[src/rtl/wb_bram_arbiter.sv]
// wb_bram_arbiter: two-master Wishbone-pipelined arbiter in front of a
// single-port block RAM slave.
//   m0 (hart data port) and m1 (loader/debug/DMA) request with cyc; one owner
//   at a time is granted. Slave-side signals are a combinational mux of the
//   owner, acks are routed back to the owner using an outstanding-beat count,
//   and a burst counter forces the owner off the bus after MAX_BURST beats
//   when the other master is waiting.
// Ports:
//   i_clk, i_reset (sync, active-low)
//   i_m{0,1}_{cyc,stb,we,sel,addr,data}  master requests
//   o_m{0,1}_{data,stall,ack}            master responses
//   o_s_{cyc,stb,we,sel,addr,data}       slave request
//   i_s_{data,stall,ack}                 slave response
//   o_grant         one-hot owner (00 = idle), registered
//   o_protocol_err  sticky flag for acks with nothing outstanding
module wb_bram_arbiter #(
  parameter int unsigned XLEN            = 32,
  parameter int unsigned MAX_OUTSTANDING = 4,
  parameter int unsigned MAX_BURST       = 8,
  parameter bit          FIXED_PRIO      = 1'b0
) (
  input  logic                i_clk,
  input  logic                i_reset,
  input  logic                i_m0_cyc,
  input  logic                i_m0_stb,
  input  logic                i_m0_we,
  input  logic [XLEN/8-1:0]   i_m0_sel,
  input  logic [XLEN-1:0]     i_m0_addr,
  input  logic [XLEN-1:0]     i_m0_data,
  output logic [XLEN-1:0]     o_m0_data,
  output logic                o_m0_stall,
  output logic                o_m0_ack,
  input  logic                i_m1_cyc,
  input  logic                i_m1_stb,
  input  logic                i_m1_we,
  input  logic [XLEN/8-1:0]   i_m1_sel,
  input  logic [XLEN-1:0]     i_m1_addr,
  input  logic [XLEN-1:0]     i_m1_data,
  output logic [XLEN-1:0]     o_m1_data,
  output logic                o_m1_stall,
  output logic                o_m1_ack,
  output logic                o_s_cyc,
  output logic                o_s_stb,
  output logic                o_s_we,
  output logic [XLEN/8-1:0]   o_s_sel,
  output logic [XLEN-1:0]     o_s_addr,
  output logic [XLEN-1:0]     o_s_data,
  input  logic [XLEN-1:0]     i_s_data,
  input  logic                i_s_stall,
  input  logic                i_s_ack,
  output logic [1:0]          o_grant,
  output logic                o_protocol_err
);

  localparam int unsigned OCW = $clog2(MAX_OUTSTANDING + 1);
  localparam int unsigned BCW = $clog2(MAX_BURST + 1);

  typedef enum logic [1:0] {
    IDLE  = 2'd0,
    OWN0  = 2'd1,
    OWN1  = 2'd2,
    DRAIN = 2'd3
  } state_t;

  state_t         state, state_nx, rel_state;
  logic [1:0]     grant_nx, rel_grant;
  logic [OCW-1:0] outstanding, outstanding_nx;
  logic [BCW-1:0] beats, beats_nx;
  logic           last_owner, last_owner_nx;
  logic           err_nx;

  logic owner, owner_cyc, owner_stb, other_cyc, owning;
  logic fairness_hold, gate, ack_ok, accept, pick;

  // Slave/master muxing, counters and next-state.
  always_comb begin
    o_s_cyc        = 1'b0;
    o_s_stb        = 1'b0;
    o_s_we         = 1'b0;
    o_s_sel        = '0;
    o_s_addr       = '0;
    o_s_data       = '0;
    o_m0_data      = '0;
    o_m1_data      = '0;
    o_m0_stall     = 1'b1;
    o_m1_stall     = 1'b1;
    o_m0_ack       = 1'b0;
    o_m1_ack       = 1'b0;
    state_nx       = state;
    grant_nx       = o_grant;
    last_owner_nx  = last_owner;
    outstanding_nx = outstanding;
    beats_nx       = beats;
    pick           = 1'b0;

    // owner index is meaningful in OWN0/OWN1/DRAIN; grant encodes it
    owner         = o_grant[1];
    owner_cyc     = owner ? i_m1_cyc : i_m0_cyc;
    owner_stb     = owner ? i_m1_stb : i_m0_stb;
    other_cyc     = owner ? i_m0_cyc : i_m1_cyc;
    owning        = (state == OWN0) || (state == OWN1);
    fairness_hold = owning && (beats == BCW'(MAX_BURST)) && other_cyc;
    gate          = (outstanding == OCW'(MAX_OUTSTANDING)) || fairness_hold;
    // acks with nothing outstanding (or while idle) are dropped and flagged
    ack_ok        = i_s_ack && (state != IDLE) && (outstanding != '0);
    err_nx        = o_protocol_err || (i_s_ack && !ack_ok);

    if (owning) begin
      o_s_cyc  = owner_cyc || (outstanding != '0);
      o_s_stb  = owner_stb && owner_cyc && !gate;
      o_s_we   = owner ? i_m1_we   : i_m0_we;
      o_s_sel  = owner ? i_m1_sel  : i_m0_sel;
      o_s_addr = owner ? i_m1_addr : i_m0_addr;
      o_s_data = owner ? i_m1_data : i_m0_data;
      if (owner) o_m1_stall = i_s_stall || gate;
      else       o_m0_stall = i_s_stall || gate;
    end else if (state == DRAIN) begin
      o_s_cyc = (outstanding != '0);
    end

    // response routing continues through DRAIN
    if (state != IDLE) begin
      if (owner) begin
        o_m1_ack  = ack_ok;
        o_m1_data = i_s_data;
      end else begin
        o_m0_ack  = ack_ok;
        o_m0_data = i_s_data;
      end
    end

    accept = o_s_stb && !i_s_stall;
    case ({accept, ack_ok})
      2'b10:   outstanding_nx = outstanding + OCW'(1);
      2'b01:   outstanding_nx = outstanding - OCW'(1);
      default: outstanding_nx = outstanding;
    endcase

    // hand the bus straight to a waiting master, no idle bubble
    rel_state = other_cyc ? (owner ? OWN0 : OWN1) : IDLE;
    rel_grant = other_cyc ? (owner ? 2'b01 : 2'b10) : 2'b00;

    case (state)
      IDLE: begin
        if (i_m0_cyc && i_m1_cyc) begin
          pick = FIXED_PRIO ? 1'b0 : !last_owner;
          state_nx = pick ? OWN1 : OWN0;
          grant_nx = pick ? 2'b10 : 2'b01;
        end else if (i_m0_cyc) begin
          state_nx = OWN0;
          grant_nx = 2'b01;
        end else if (i_m1_cyc) begin
          state_nx = OWN1;
          grant_nx = 2'b10;
        end
      end
      OWN0, OWN1: begin
        if (!owner_cyc && (outstanding == '0)) begin
          state_nx      = rel_state;
          grant_nx      = rel_grant;
          last_owner_nx = owner;
        end else if (!owner_cyc || fairness_hold) begin
          state_nx = DRAIN;
        end
      end
      DRAIN: begin
        if (outstanding_nx == '0) begin
          state_nx      = rel_state;
          grant_nx      = rel_grant;
          last_owner_nx = owner;
        end
      end
      default: begin
        state_nx = IDLE;
        grant_nx = 2'b00;
      end
    endcase

    // burst count restarts whenever ownership changes
    if (grant_nx != o_grant)
      beats_nx = '0;
    else if (accept && (beats != BCW'(MAX_BURST)))
      beats_nx = beats + BCW'(1);
  end

  // State register.
  always_ff @(posedge i_clk) begin
    if (!i_reset) begin
      state          <= IDLE;
      o_grant        <= 2'b00;
      outstanding    <= '0;
      beats          <= '0;
      last_owner     <= 1'b1;
      o_protocol_err <= 1'b0;
    end else begin
      state          <= state_nx;
      o_grant        <= grant_nx;
      outstanding    <= outstanding_nx;
      beats          <= beats_nx;
      last_owner     <= last_owner_nx;
      o_protocol_err <= err_nx;
    end
  end

endmodule
[config.mk]
export PLATFORM = sky130hd
export DESIGN_NAME = wb_bram_arbiter
export DESIGN_NICKNAME = d
export VERILOG_FILES = /design/src/rtl/wb_bram_arbiter.sv
export SDC_FILE = /design/constraint.sdc
export NUM_CORES = 1
export LEC_CHECK = 0
export ABC_CLOCK_PERIOD_IN_PS = 4450
export BUFFER_PORTS_ARGS = -buffer_cell sky130_fd_sc_hd__buf_4
export CAP_MARGIN = 30
export CORE_MARGIN = 10
export CORE_UTILIZATION = 24
export CTS_BUF_LIST = sky130_fd_sc_hd__clkbuf_8
export CTS_CLUSTER_SIZE = 24
export DETAILED_ROUTE_END_ITERATION = 8
export SLEW_MARGIN = 20
export SYNTH_ARGS = -nofsm -noshare
export SYNTH_HDL_FRONTEND = slang
export SYNTH_SLANG_ARGS = --single-unit
[constraint.sdc]
create_clock -name i_clk -period 4.45 [get_ports i_clk]
set_input_delay 0 -clock i_clk [delete_from_list [all_inputs] [get_ports i_clk]]
set_output_delay 0 -clock i_clk [all_outputs]
set_load 0.005 [all_outputs]
==> flow_summary.toml, run 1 <==
[status]
outcome = "finished clean"

[power]
swShare = 0.444
power_leakage_nw = 2.62
seq_power_share = 0.073
clock_power_share = 0.044
power_mw = 2.42
vdd_drop_max_mv = 0.179
pwr_density_cell_nw_per_um2 = 451
switchingPower_mw = 1.07
share_comb_of_total_power = 0.883
p_int_mw = 1.34

[placement]
dpl.hpwl_mm = 13.9
finalWeightedCongestion = 0.824
port-buffer-count = 319
detailed_place.area_um2 = 5320

[timing]
setup_tns_ns = 0
post_route_fraction_of_the_period_consumed_by_the_critical_path = 0.808
fmaxAchievable_mhz = 278
fin_worst_skew_ns = 0.00284
finalWorstPathRequiredPeriod_ns = 3.59
rsz0062_at_grt = "no"
worst_slew_pin_slew_ns = 0.652
final-hold-violation-count = 0
slew_headroom = 0.565
maxSlewViolCount = 0
final-setup-viol-count = 0

[critical_path]
r2r_cells = 13
timing_worst_setup_path_type = "reg -> reg"
timing.critical_path.required_ns = 4.56
critPathTopFamily = "adder cells"
timing.rr.start = "state[1]"
r2r_setup_slack_ns = 0.86
critical-path-max-stage-delay_ns = 0.55
path_cells = "inv_1, ha_2, a31oi_1, nor2b_1, nand2_1, ha_1, inv_1, fa_1, xnor2_1, mux2i_2, nand2_1, o21ai_0, nor4_1"
critical_path.max_fanout = 24
crit_path_top_delay_cell = "ha_2"
critPathArrivalTime_ns = 3.71
cp-end-kind = "register"
crit_buf_inv = 2
worst_r2r_endpoint = "beats[3]"
startpoint_type = "register"

[synth]
synth_edf_count = 0
synth.net_count = 568
synth_seq_cells = 13
syn_area_per_cell_um2 = 7.41
number_of_distinct_library_cells_after_synthesis = 53
post_synth_top_flop = "dfxtp_1"
synthesis.instances = 384
mapped_area_um2 = 2840
ys_seq_area_frac = 0.0915
ys.warnings.count = 0
asyncSetResetFlopFracSynth = 0

[routing]
vias_per_cell = 4.73
detail_route.iter0.violations = 163
drt_drc_violations_left = 0
detail_route.first_pass.iterations = 4
antenna_violating_nets_post_route = 0
routed_wirelength_mm = 16.0
avgRoutedWirePerCell_um = 19.4
via_count = 3900

[min_path]
min_from = "i_s_ack"
whs_path_depth = 3
endpoint_of_the_worst_hold_timing_path = "o_protocol_err"
hold_class = "in -> reg"

[run]
max_cap_violations = 0

[layout]
total_number_of_nets_in_the_final_design = 866
seq_area_um2 = 264
multi_input_area_um2 = 2390
layout-drive-gt1-share = 0.498
nFillCells = 1136
layout_commonest_cell = "buf_4"
area.growth.synth_to_final_pct = 88.5
diodes = 0
finalInstanceArea_um2 = 5360
layout.cells.most_common_list = "buf_4 (324), nor2b_1 (74), mux2i_1 (71)"

[clock_tree]
clock_tree.htree_level_count = 1
cts_tree = "done"
cts.sink_count = 13
numCtsBuffers = 3
cts_hold_buffers = 0
clk_transition_reported_paths_ns = 0.06
cts_resized = 0
cts_root_buffer = "clkbuf_8"
worstSkewPairLatency_ns = 0.24
cts.repair_timing.setup_buffer_count = 0
clk_path_buf_depth = 2

[die]
core-area_um2 = 11500
die_area_um2 = 16600
placement_rows = 39
start_util = 0.247
die_x_um = 129
io-pin-count = 320
die_y_um = 129

[grt]
via_count_of_the_first_global_routing_pass = 3961
grt_util_all_layers = 0.168
grt_first_pass_wirelength_mm = 22.5
grt-ovfl-total = 0
grt_max_degree = 66
antenna_violations_before_repair = 0
==> power groups by stage <==
stage	logic (mW)	registers, mW	clock network [mW]
after global routing	2.32	0.182	0.112
after floorplan	1.15	0.167	0
after detailed placement	2.16	0.179	0
after global placement	2.15	0.178	0
after CTS	2.17	0.177	0.107
final	2.13	0.178	0.106
==> cells in the mapped netlist, types with 2 or more instances <==
| master | n | area [um^2] |
|---|---|---|
| clkbuf_1 | 16 | 60.1 |
| nand2b_1 | 6 | 37.5 |
| nor2b_1 | 74 | 463 |
| xnor2_1 | 2 | 17.5 |
| nor2_1 | 14 | 52.6 |
| o211ai_1 | 2 | 15.0 |
| o22ai_1 | 2 | 12.5 |
| and3_1 | 2 | 12.5 |
| nor3b_1 | 4 | 30.0 |
| nand2_1 | 14 | 52.6 |
| a21bo_2 | 2 | 20.0 |
| buf_4 | 2 | 15.0 |
| nand3_1 | 5 | 25.0 |
| a311oi_1 | 3 | 26.3 |
| nor3_1 | 2 | 10.0 |
| a211oi_1 | 2 | 15.0 |
| ha_1 | 5 | 62.6 |
| and2_1 | 66 | 413 |
| a21oi_1 | 8 | 40.0 |
| a211oi_2 | 2 | 25.0 |
| nor4_1 | 4 | 25.0 |
| dfxtp_1 | 13 | 260 |
| nand3b_1 | 2 | 15.0 |
| a31oi_1 | 7 | 43.8 |
| a41oi_1 | 3 | 26.3 |
| buf_2 | 11 | 55.1 |
| o221ai_1 | 2 | 17.5 |
| mux2i_1 | 71 | 711 |
| inv_1 | 12 | 45.0 |
| xor2_1 | 3 | 26.3 |
==> registers in the layout, indices dropped and copies added, names as in the netlist <==
signal and flops:
beats 4, outstanding 3, o_grant 2, state 2, last_owner 1, o_protocol_err 1
==> worst register-to-register path, cell delays in order (launching register included) <==
cell,delay (ns)
dfxtp_1,0.34
inv_1,0.08
ha_2,0.55
a31oi_1,0.16
nor2b_1,0.19
nand2_1,0.09
ha_1,0.20
inv_1,0.08
fa_1,0.38
xnor2_1,0.28
mux2i_2,0.40
nand2_1,0.19
o21ai_0,0.41
nor4_1,0.12
==> metal layers <==
layer  wire length (um)  GRT usage  vias up
met5                  0          0        -
met1               5600      0.167     1767
met3               1970     0.0752       13
li1                   -          -     1898
met2               8200      0.317      222
met4                237     0.0321        0
==> worst max path at each step <==
| stage | from | to | slack [ns] | cells past startpoint |
|---|---|---|---|---|
| after floorplan | state[0] | o_grant[0] | 1.25 | 14 |
| after global placement | state[1] | o_grant[0] | 1.03 | 13 |
| after detailed placement | state[1] | beats[3] | 0.90 | 13 |
| after CTS | state[1] | beats[3] | 0.89 | 13 |
| after global routing | state[0] | beats[3] | 0.62 | 13 |
| final | state[1] | beats[3] | 0.86 | 13 |
==> kinds of logic (layout without fill, tap and decap cells) <==
group / count (synthesis) / after routing / share of synthesized area
compound gates: 41 / 41 / 0.108
buf+inv: 43 / 340 / 0.0673
simple gates: 204 / 204 / 0.434
flops: 13 / 13 / 0.0915
fa+ha+maj: 6 / 6 / 0.0290
xor+xnor: 5 / 5 / 0.0154
mux: 72 / 72 / 0.255
==> through the flow <==
step | instances | hold WS [ns] | utilization | setup WS, ns
after floorplan | 384 | 0.110 | - | 1.25
after global placement | 820 | 0.245 | 0.462 | 1.03
after detailed placement | 820 | 0.260 | 0.462 | 0.903
after CTS | 824 | 0.00797 | 0.465 | 0.889
after global routing | 824 | 0.0172 | 0.465 | 0.615
final | 824 | 0.00401 | 0.465 | 0.856
==> final cells by class <==
cell class	instances	share of cell area
timing repair buffer	324	0.454
multi-input combinational	328	0.447
sequential	13	0.0493
tap	143	0.0334
inverter	12	0.00840
clock buffer	3	0.00770
clock inverter	1	0.000700
Note: power is estimated with default switching activity, not from simulation.
==> run 2, diff against run 1 <==
- ABC_AREA: unset -> 1
- ABC_CLOCK_PERIOD_IN_PS: 4450 -> 3100
- CORE_AREA: unset -> 10 10 115 117
- CORE_MARGIN: 10 -> unset
- CORE_UTILIZATION: 24 -> unset
- DIE_AREA: unset -> 0 0 125 127
- clock period: 4.45 -> 3.1 ns (I/O delays scaled with it)
==> run 2 against run 1 <==
Sequential cell count unchanged; power increased by 63%; synthesized cell count decreased by 8.9%; largest power group unchanged; final cell count decreased by 2.1%; sequential share of layout area increased by 0.54 points; final area decreased by 9.9%; global-route usage increased by 0.93 points; critical path depth increased by 7.
==> flow_summary.toml, run 2 <==
[timing]
slew_headroom = 0.562
maxSlewViolCount = 0
setup_ws_ns = 0.241
final-hold-violation-count = 0
setup_tns_ns = 0
fmaxAchievable_mhz = 350
rsz0062_at_grt = "no"
fin_worst_skew_ns = 0.000802
final-setup-viol-count = 0
worst_slew_pin_slew_ns = 0.656
post_route_fraction_of_the_period_consumed_by_the_critical_path = 0.922
finalWorstPathRequiredPeriod_ns = 2.86

[die]
die_area_um2 = 15900
io-pin-count = 320
die_x_um = 125
placement_rows = 39
die_y_um = 127
start_util = 0.195
core-area_um2 = 11100

[critical_path]
critPathTopFamily = "simple AND/OR/NAND/NOR gates"
startpoint_type = "register"
crit_path_top_delay_cell = "fa_1"
timing.critical_path.required_ns = 3.28
path_cells = "inv_1, ha_4, nand4_2, nand2_2, nor2_4, nand2_1, ha_2, inv_1, fa_1, nand2_1, nand4_1, nand3_2, nand2_2, nand2_1, nand2_1, nand2_1, nand2_2, nand3_2, nand2_4, nor3_2"
cp-end-kind = "register"
critical_path.max_fanout = 4
timing_worst_setup_path_type = "reg -> reg"
critical-path-max-stage-delay_ns = 0.39
cpMostUsedCell = "nand2_1"
crit_buf_inv = 2
critPathArrivalTime_ns = 3.04

[clock_tree]
cts_hold_buffers = 0
worstSkewPairLatency_ns = 0.25
cts_tree = "done"
numCtsBuffers = 3
clk_path_buf_depth = 2
clk_transition_reported_paths_ns = 0.06
cts_root_buffer = "clkbuf_8"
cts.sink_count = 13
clock_tree.htree_level_count = 1

[placement]
dpl.hpwl_mm = 13.9
finalWeightedCongestion = 0.949
port-buffer-count = 319
place_worst_setup_slack_ns = 0.0571

[grt]
via_count_of_the_first_global_routing_pass = 3555
grt-ovfl-total = 0
grt_max_degree = 29
antenna_violations_before_repair = 1
grt_util_all_layers = 0.177
grt_first_pass_wirelength_mm = 22.6

[layout]
layout_commonest_cell = "buf_4"
largest_register_ff_count = 4
diodes = 0
biggestRegsByFlops = "beats: 4 flops, outstanding: 3 flops"
layout.cells.most_common_list = "buf_4 (330), nor2_1 (78), a22o_1 (69)"
area.growth.synth_to_final_pct = 123
layout-drive-gt1-share = 0.566
total_number_of_nets_in_the_final_design = 849
largest-register = "beats"

[routing]
antenna_violating_nets_post_route = 0
detail_route.iter0.violations = 226
avgRoutedWirePerCell_um = 19.5
via_count = 3569
vias_per_cell = 4.42
routed_wirelength_mm = 15.7
drt_drc_violations_left = 0
detail_route.first_pass.iterations = 5

[synth]
synthesis.instances = 350
mapped_area_um2 = 2170
post_synth_top_flop = "dfxtp_1"
synth_edf_count = 0
synth_seq_cells = 13
ys.warnings.count = 0
synth.net_count = 534
number_of_distinct_library_cells_after_synthesis = 32
yosysTopAreaCell = "a22o_1"
post_synth_most_frequent_cells = "nor2_1 (79), a22o_1 (69), inv_1 (61)"
post-synth-top-area-fraction = 0.278
syn_area_per_cell_um2 = 6.20
synth_top_cells_by_area = "a22o_1 (28%), nor2_1 (14%), dfxtp_1 (12%), inv_1 (11%), nand2_1 (5.5%)"
ys_seq_area_frac = 0.120
asyncSetResetFlopFracSynth = 0
synth.most_common_cell = "nor2_1"

[status]
outcome = "finished clean"

[power]
p_int_mw = 2.10
seq_power_share = 0.061
power_leakage_nw = 2.78
switchingPower_mw = 1.84
share_comb_of_total_power = 0.900
swShare = 0.466
vdd_drop_max_mv = 0.388
clock_power_share = 0.040
pwr_density_cell_nw_per_um2 = 815

[run]
max_cap_violations = 0

[min_path]
hold_class = "in -> reg"
[run 2: repair_timing]
item / CTS / global route
buffers inserted: 0 / 1
gates resized for setup: 0 / 8
endpoints found under the setup margin: 0 / 8
[run 2: per-layer routing]
| layer | vias up | wire [um] | track usage |
|---|---|---|---|
| li1 | 1787 | - | - |
| met1 | 1610 | 5720 | 0.196 |
| met2 | 164 | 8030 | 0.312 |
| met3 | 6 | 1920 | 0.0889 |
| met4 | 2 | 63 | 0.0156 |
| met5 | - | 13 | 0 |
[run 2: area by class of cell]
class | instances | area (um^2)
clock buffers | 3 | 41.3
well taps | 143 | 179
fillers | 1124 | 6290
inverters | 66 | 248
repair buffers | 332 | 2510
multi-input cells | 249 | 1590
clock inverters | 1 | 3.75
flip-flops and latches | 13 | 264
[run 2: final timing paths]
kind | end | from | slack [ns] | depth (start not counted)
setup / recovery | beats[0] | state[1] | 0.24 | 20
hold reg to reg | o_protocol_err | o_protocol_err | 0.45 | 2
setup reg to reg | beats[0] | state[1] | 0.24 | 20
hold / removal | state[1] | i_reset | 0.03 | 3
[run 2: worst reg2reg max path: cells and delay by family, from the launching register on]
family | cells | cell delay (ns)
adders and majority gates | 3 | 0.86
buffers and inverters | 2 | 0.12
and+or+nand+nor | 15 | 1.48
DFF | 1 | 0.34
[run 2: cell families (layout without fill, tap and decap cells)]
| kind of cell | after synthesis | in the layout | share of synthesized area |
|---|---|---|---|
| compound gates | 92 | 92 | 0.336 |
| xor+xnor | 3 | 3 | 0.0121 |
| flops | 13 | 13 | 0.120 |
| fa+ha+maj | 6 | 6 | 0.0380 |
| simple gates | 148 | 148 | 0.333 |
| buf+inv | 88 | 402 | 0.161 |
[run 2: metrics by stage]
stage | util | instance area (um^2) | hold slack, ns | cells | power [mW]
global route | 0.434 | 4830 | 0.0429 | 807 | 4.28
finish | 0.434 | 4830 | 0.0326 | 807 | 3.94
CTS | 0.431 | 4800 | 0.0374 | 806 | 3.93
floorplan | - | 2170 | 0.0926 | 350 | 1.85
detailed placement | 0.427 | 4750 | 0.280 | 802 | 3.75
global placement | 0.425 | 4720 | 0.281 | 800 | 3.71
[run 2: power by group through the flow]
stage               clock network [mW]  logic (mW)  registers, mW
finish                           0.156        3.54          0.240
global route                     0.166        3.86          0.248
CTS                              0.158        3.53          0.236
detailed placement                   0        3.51          0.240
global placement                     0        3.48          0.236
floorplan                            0        1.62          0.230
==> run 3, diff against run 2 <==
--- a/config.mk
+++ b/config.mk
@@ -15,4 +15,6 @@
 export DETAILED_ROUTE_END_ITERATION = 8
 export DIE_AREA = 0 0 125 127
+export GPL_ROUTABILITY_DRIVEN = 0
+export HOLD_SLACK_MARGIN = 0.06
 export SLEW_MARGIN = 20
 export SYNTH_ARGS = -nofsm -noshare
==> constraint.sdc (replaced) <==
create_clock -name i_clk -period 3.1 [get_ports i_clk]
set_input_delay 0 -clock i_clk [delete_from_list [all_inputs] [get_ports i_clk]]
set_output_delay 0 -clock i_clk [all_outputs]
set_load 0.02 [all_outputs]
==> run 3 against run 2 <==
Clock skew hardly changed; sequential power hardly changed; combinational power increased by 28%; largest cell class unchanged; final cell count increased by 0.12%.
==> flow_summary.toml, run 3 (synthesis gave the netlist of run 2 again) <==
[status]
outcome = "finished clean"

[placement]
port-buffer-count = 319
detailed_place.area_um2 = 4760
place_worst_setup_slack_ns = 0.0539
dpl.hpwl_mm = 14.0

[layout]
finalInstanceArea_um2 = 4860
layout-drive-gt1-share = 0.561
area.growth.synth_to_final_pct = 124
diodes = 0
biggestRegsByFlops = "beats: 4 flops, outstanding: 3 flops"
largest_register_ff_count = 4
layout.cells.most_common_list = "buf_4 (328), nor2_1 (78), a22o_1 (69)"
layout_commonest_cell = "buf_4"
largest-register = "beats"
total_number_of_nets_in_the_final_design = 850

[die]
die_x_um = 125
die_area_um2 = 15900
die_y_um = 127
core-area_um2 = 11100
io-pin-count = 320
start_util = 0.195
placement_rows = 39

[power]
power_mw = 4.93
power_leakage_nw = 2.79
clock_power_share = 0.032
switchingPower_mw = 2.76
seq_power_share = 0.048
pwr_density_cell_nw_per_um2 = 1010
vdd_drop_max_mv = 0.554
p_int_mw = 2.17
swShare = 0.560
share_comb_of_total_power = 0.920

[timing]
hold-worst-slack_ns = 0.124
worst_slew_pin_slew_ns = 0.681
maxSlewViolCount = 0
finalWorstPathRequiredPeriod_ns = 2.88
final-setup-viol-count = 0
setup_tns_ns = 0
rsz0062_at_grt = "no"
fin_worst_skew_ns = 0.00102
fmaxAchievable_mhz = 347
post_route_fraction_of_the_period_consumed_by_the_critical_path = 0.929
final-hold-violation-count = 0
slew_headroom = 0.545
setup_ws_ns = 0.220

[critical_path]
critPathArrivalTime_ns = 3.06
critical_path.max_fanout = 4
timing.critical_path.required_ns = 3.28
timing_worst_setup_path_type = "reg -> reg"
cp-end-kind = "register"
startpoint_type = "register"

[routing]
antenna_violating_nets_post_route = 0
detail_route.iter0.violations = 216
drt_drc_violations_left = 0
avgRoutedWirePerCell_um = 19.7
routed_wirelength_mm = 15.9
via_count = 3616
vias_per_cell = 4.48
detail_route.first_pass.iterations = 4

[min_path]
hold_class = "in -> reg"

[clock_tree]
cts_tree = "done"
clk_path_buf_depth = 2
clock_tree.htree_level_count = 1
cts.sink_count = 13
cts_root_buffer = "clkbuf_8"
numCtsBuffers = 3
worstSkewPairLatency_ns = 0.25
clk_transition_reported_paths_ns = 0.06

[grt]
grt_max_degree = 46
via_count_of_the_first_global_routing_pass = 3563
grt-ovfl-total = 0
grt_util_all_layers = 0.178
grt_busiest_layer = "met2"
antenna_violations_before_repair = 0
grtUsageMet3 = 0.0840
grt_first_pass_wirelength_mm = 22.6
global_route.usage.met2 = 0.313
globalRouteMet1Util = 0.197

[run]
max_cap_violations = 0
run 3: cell types whose count changed in the layout (fill, tap and decap cells not counted):
cell / change
buf_4: -2
dlygate4sd3_1: +2
buf_12: +1
dfxtp_1: +1
dfxtp_2: -1
ha_1: +1
ha_2: -1
nor3_2: -1
nor3_4: +1
run 3: cell type report:
cell class | instances | area (um^2)
Clock inverter | 1 | 3.75
Tap cell | 143 | 179
Timing Repair Buffer | 333 | 2530
Multi-Input combinational cell | 249 | 1590
Sequential cell | 13 | 263
Fill cell | 1151 | 6270
Inverter | 66 | 248
Clock buffer | 3 | 41.3
run 3: path summary, 6_finish.rpt:
kind	from	end	slack [ns]	cells past startpoint
max	state[0]	beats[0]	0.22	20
min	i_m1_cyc	o_grant[0]	0.12	4
max reg2reg	state[0]	beats[0]	0.22	20
min reg2reg	o_protocol_err	o_protocol_err	0.45	2
run 3: layer usage:
| metal | routed length [um] | part of all wire | vias up |
|---|---|---|---|
| met5 | 0 | 0 | - |
| met4 | 107 | 0.0067 | 0 |
| met3 | 1800 | 0.11 | 9 |
| met2 | 8070 | 0.51 | 173 |
| met1 | 5950 | 0.37 | 1638 |
| li1 | - | - | 1796 |
run 3: what timing repair did:
item                                    in CTS  in global routing
setup buffers                                0                  1
hold buffers                                 2                  0
resized for setup                            0                  7
endpoints found under the setup margin       0                  8
endpoints found under the hold margin        2                  0
run 3: worst max-delay path, stage by stage (launching register included):
cell     delay [ns]
dfxtp_1        0.33
inv_1          0.09
ha_4           0.27
nand4_2        0.10
nand2_2        0.08
nor2_4         0.09
nand2_1        0.07
ha_1           0.22
inv_1          0.09
fa_1           0.43
o21ai_2        0.18
nor2_2         0.07
nand3_2        0.09
nand2_1        0.10
nand2_1        0.08
nand2_1        0.06
nand2_2        0.07
nand2_2        0.06
nand3_2        0.08
nand2_4        0.07
nor3_2         0.17
run 3: power groups by stage:
stage / logic, mW / registers, mW / clock network [mW]
2_1_floorplan: 2.55 / 0.238 / 0
3_3_place_gp: 4.44 / 0.236 / 0
3_5_place_dp: 4.49 / 0.239 / 0
4_1_cts: 4.51 / 0.236 / 0.157
5_1_grt: 4.83 / 0.246 / 0.167
6_report: 4.53 / 0.239 / 0.155
run 3: metrics by stage:
step | std cells | util
6_report | 808 | 0.437
3_3_place_gp | 799 | 0.425
2_1_floorplan | 350 | -
4_1_cts | 807 | 0.434
3_5_place_dp | 801 | 0.428
5_1_grt | 808 | 0.437
